## config.mk

```make
export PLATFORM = sky130hd
export DESIGN_NAME = counter_run_controller
export DESIGN_NICKNAME = d
export VERILOG_FILES = /design/src/rtl/counter_run_controller.sv
export SDC_FILE = /design/constraint.sdc
export NUM_CORES = 1
export LEC_CHECK = 0
export CORE_ASPECT_RATIO = 1.2
export CORE_UTILIZATION = 48
export DETAILED_ROUTE_END_ITERATION = 10
export GPL_ROUTABILITY_DRIVEN = 0
export MAX_ROUTING_LAYER = met4
export PLACE_DENSITY = 0.88
export SKIP_LAST_GASP = 1
export SYNTH_ARGS = -nofsm -noshare
export SYNTH_HDL_FRONTEND = slang
export SYNTH_SLANG_ARGS = --single-unit
export TNS_END_PERCENT = 1
```

## constraint.sdc

```tcl
create_clock -name clk -period 2.3 [get_ports clk]
set_input_delay 0.46 -clock clk [delete_from_list [all_inputs] [get_ports clk]]
set_output_delay 0.46 -clock clk [all_outputs]
set_load 0.02 [all_outputs]
```

## src/rtl/counter_run_controller.sv

```systemverilog
// Run controller for an up/down counter with prescaler, pause/hold, one-shot
// completion and auto-reload. Configuration is captured when a run starts.
module counter_run_controller #(
   parameter int WIDTH = 4,
   parameter int DIV   = 1
) (
   input  logic             clk,
   input  logic             reset,
   input  logic             start,
   input  logic             stop,
   input  logic             pause,
   input  logic             dir_up,
   input  logic             reload,
   input  logic [WIDTH-1:0] load_val,
   input  logic [WIDTH-1:0] limit,
   output logic [WIDTH-1:0] q,
   output logic             busy,
   output logic             done,
   output logic             wrap,
   output logic [1:0]       state
);

   localparam int PW = (DIV > 1) ? $clog2(DIV) : 1;

   typedef enum logic [1:0] {IDLE = 2'b00, RUN = 2'b01, HOLD = 2'b10, DONE = 2'b11} state_t;

   state_t           st, st_nx;
   logic [WIDTH-1:0] q_nx, load_r, load_nx, limit_r, limit_nx;
   logic             dir_r, dir_nx, reload_r, reload_nx, wrap_nx;
   logic [PW-1:0]    pre, pre_nx;
   logic             tick;

   assign tick = (pre == PW'(DIV - 1));

   always_ff @(posedge clk) begin
      if (reset) begin
         st       <= IDLE;
         q        <= '0;
         pre      <= '0;
         load_r   <= '0;
         limit_r  <= '0;
         dir_r    <= 1'b0;
         reload_r <= 1'b0;
         wrap     <= 1'b0;
      end else begin
         st       <= st_nx;
         q        <= q_nx;
         pre      <= pre_nx;
         load_r   <= load_nx;
         limit_r  <= limit_nx;
         dir_r    <= dir_nx;
         reload_r <= reload_nx;
         wrap     <= wrap_nx;
      end
   end

   always_comb begin
      st_nx     = st;
      q_nx      = q;
      pre_nx    = pre;
      load_nx   = load_r;
      limit_nx  = limit_r;
      dir_nx    = dir_r;
      reload_nx = reload_r;
      wrap_nx   = 1'b0;
      if (stop) begin
         st_nx  = IDLE;
         q_nx   = '0;
         pre_nx = '0;
      end else begin
         case (st)
            IDLE: if (start) begin
               st_nx     = RUN;
               q_nx      = load_val;
               pre_nx    = '0;
               load_nx   = load_val;
               limit_nx  = limit;
               dir_nx    = dir_up;
               reload_nx = reload;
            end
            RUN: begin
               // pause wins over a pending tick: no step in the cycle we enter HOLD
               if (pause) begin
                  st_nx = HOLD;
               end else if (tick) begin
                  pre_nx = '0;
                  if (q != limit_r) begin
                     q_nx = dir_r ? q + 1'b1 : q - 1'b1;
                  end else if (reload_r) begin
                     q_nx    = load_r;
                     wrap_nx = 1'b1;
                  end else begin
                     st_nx = DONE;
                  end
               end else begin
                  pre_nx = pre + 1'b1;
               end
            end
            HOLD: if (!pause) st_nx = RUN;
            DONE: st_nx = IDLE;
            default: st_nx = IDLE;
         endcase
      end
   end

   assign state = st;
   assign busy  = (st == RUN) || (st == HOLD);
   assign done  = (st == DONE);

endmodule
```

==> results.txt <==
The most common flop cell mapped by yosys is dfxtp_1. The global-route total usage across every layer came out at 0.2095. In the synthesized netlist the async set-or-reset flop fraction comes to 0.

The data required time of the critical path is 1840 ps. The total power density per cell area came out at 547.9 mW/mm². The summed negative setup slack over all endpoints came out at 0 ps. Yosys mapped a number of flops with a built-in enable equal to 0. At the worst endpoint, the arrival time is 1670 ps. The effective utilization at floorplan came out at 0.5288. After detailed routing, the number of remaining DRC violations is 2.

The via count of the first global-routing pass is 776. The period utilization came out at 0.9247. Setup repair after global routing left no endpoint under its margin. The number of clock buffers inserted by TritonCTS is 3. The antenna diode count is 0. Detailed routing inserted a total of 795 vias. TritonCTS built the clock tree. The total count of hold-check failures in the final report was 0. The logic depth of the worst setup path including buffers came out at 3. The kind of cell with the highest combined delay along the critical path is buffers and inverters. The starting DRC count in detailed routing is 20. The post-synthesis to final-layout area growth is 27.88%. The first-pass detailed-route iteration total is 7. The half-perimeter wire length after detailed placement came out at 1.613 mm. The peak per-stage delay on the critical path came out at 590 ps. Clock latency on the worst-skew pair, taken at its later pin, is 290 ps.

Dividing the detail-routed wire length by the instance count gives 14.11 µm. The worst hold path cell count is 2. The part of the Yosys area used for sequential elements is 0.3400. Synthesis inferred 17 register bits. The run finished, with violations left. The max-slew violation total from the final report is 0. Summing internal, switching and leakage power gives 701.3 µW. The clock transition time at the flip-flop clock pins of the worst setup and hold paths came out at 90 ps. The final reports fail on design-rule violations. The quantity of I/O buffers inserted on ports came out at 23. The total of max-cap violations is 0. The largest individual stage delay along the critical path comes from the cell clkdlybuf4s50_1.

The top-level port count came out at 24. The startpoint kind of the worst setup timing path is a flip-flop. The floorplan die width is 43.69 µm. The detail route stage leaves a number of antenna-violating nets equal to 0. In the final design database the tool counted 148 nets. The tightest min-delay check is of the flip-flop to flip-flop type. The clock sink total is 17.

The maximum net fanout on the critical path came out at 5. The highest ir drop seen on vdd came out at 0.0003772 V. The clock arrives with 1.077 ps of skew.

The number of cells on the worst reg-to-reg path is 7. CTS placed an instance of clkbuf_4 at the clock tree root. After clock tree synthesis, the repair step resized 0 gates.

Summing every instance area after synthesis gives 0.001001 mm². The total of warnings raised by yosys came out at 0. After the flow finishes, the layout carries non-filler instances totaling 144. The synthesized instance count came out at 99. The total congestion overflow after global routing came out at 0.

The first-pass GRT wire length is 3.346 mm. Once the clock tree was built, the setup fixing pass inserted 0 buffers. The critical path is of the flip-flop to output port type.

The H-tree depth came out at 1. The transition time of the tightest slew-check pin came out at 407.1 ps. The signal on the critical path passes through inv_1, ha_1, clkdlybuf4s50_1.

The type of destination of the critical path is an output port. The core region is 0.001893 mm². Hold repair after CTS inserted 0 buffers.

Of the cells placed in the final design, the portion with a size suffix greater than 1 is 0.1360. In this run, distinct cell masters in the synthesized netlist total 33. The longest clock path from root to sink contains 2 buffers. When the netlist entered floorplanning its net count stood at 121. The smallest clock period supported by the final layout is computed as 2127 ps. The floorplan has 17 rows.

The initial antenna violation count came out at 0. In the routed layout, each cell is associated on average with a via count of 5.521. The die span in y is 52.03 µm. The number of buffers and inverters on the critical path is 2. The achievable clock frequency came out at 470.2 MHz.

The number of setup violations in the final report is 0. The synthesized area divided by synthesized cell count is 10.11 µm². The pin count of the biggest net entering global routing came out at 12. The post-placement cell count came out at 140. The total wire length after detailed routing is 2.032 mm.

The die area is 0.002273 mm². The static leakage is 0.5326 nW. The tightest slew margin relative to the limit is 0.7286.
[cells in the final DEF, fill, tap and decap left out, types with 2 or more instances in the layout]
master / instances
clkdlybuf4s50_1: 23
dfxtp_1: 17
nor2_1: 16
mux2i_1: 13
inv_1: 6
ha_1: 6
xnor2_2: 4
a21oi_1: 4
nand2_1: 3
xnor2_1: 3
clkbuf_4: 3
o211ai_1: 2
a21o_1: 2
o21a_1: 2
buf_4: 2
[worst register-to-register path: stages, from the launching register on]
cell and delay (ps):
dfxtp_1 370, inv_1 90, ha_1 400, nor2_1 120, a211oi_2 250, o31ai_4 170
a211o_2 340, a21oi_1 120
[area by class of cell]
cell class	instances	area [µm²]
timing repair buffer	25	245.2
sequential	17	340.3
multi-input combinational	73	621.8
inverter	6	22.52
fill	155	613.1
tap	19	23.77
clock buffer	4	26.28
[metrics by stage]
step	instance area (µm²)	hold WS, ps	worst slack [ps]	utilization
2_1_floorplan	1001	462.7	480.2	-
3_3_place_gp	1254	479.4	381.4	0.6623
3_5_place_dp	1254	488.6	271.4	0.6623
4_1_cts	1280	513.1	146.5	0.6761
5_1_grt	1280	539.1	95.56	0.6761
6_report	1280	509.6	173.1	0.6761
[flip-flops by register name (all words and copies together), names as in the netlist]
register  flops
state         2
wrap          1
q             4
load_r        4
dir_r         1
limit_r       4
reload_r      1
[power by group]
group / internal, mW / switching [mW]
registers: 0.310 / 0.0185
logic: 0.109 / 0.107
clock network: 0.0676 / 0.0889
total: 0.486 / 0.215
[synthesized netlist by cell type (2+ instances only)]
master / count / area, µm²
a21o_1: 2 / 15.01
a21oi_1: 4 / 20.02
dfxtp_1: 17 / 340.3
ha_1: 6 / 75.07
inv_1: 6 / 22.52
mux2i_1: 13 / 130.1
nand2_1: 3 / 11.26
nor2_1: 16 / 60.06
o211ai_1: 2 / 15.01
o21a_1: 2 / 15.01
xnor2_1: 3 / 26.28
xnor2_2: 4 / 65.06
[kinds of logic (layout without fill, tap and decap cells)]
| logic type | count (synthesis) | after routing | synth area share |
|---|---|---|---|
| mux | 13 | 13 | 0.1300 |
| buf+inv | 9 | 35 | 0.03874 |
| xor+xnor | 7 | 7 | 0.09125 |
| fa+ha+maj | 7 | 7 | 0.09500 |
| simple gates | 26 | 26 | 0.1313 |
| compound gates | 20 | 20 | 0.1737 |
| flops | 17 | 17 | 0.3400 |
[final timing paths]
check,slack (ps),end,start
setup / recovery,170,busy,state[1]
hold / removal,510,load_r[3],load_r[3]
setup reg to reg,380,q[1],state[1]
hold reg to reg,510,load_r[3],load_r[3]
[metal layers]
metal,track usage,vias up,part of all wire
li1,-,401,-
met1,0.2198,368,0.40
met2,0.3781,21,0.54
met3,0.03472,5,0.039
met4,0.09375,0,0.017
met5,-,-,0
Note: power is estimated with default switching activity, not from simulation.
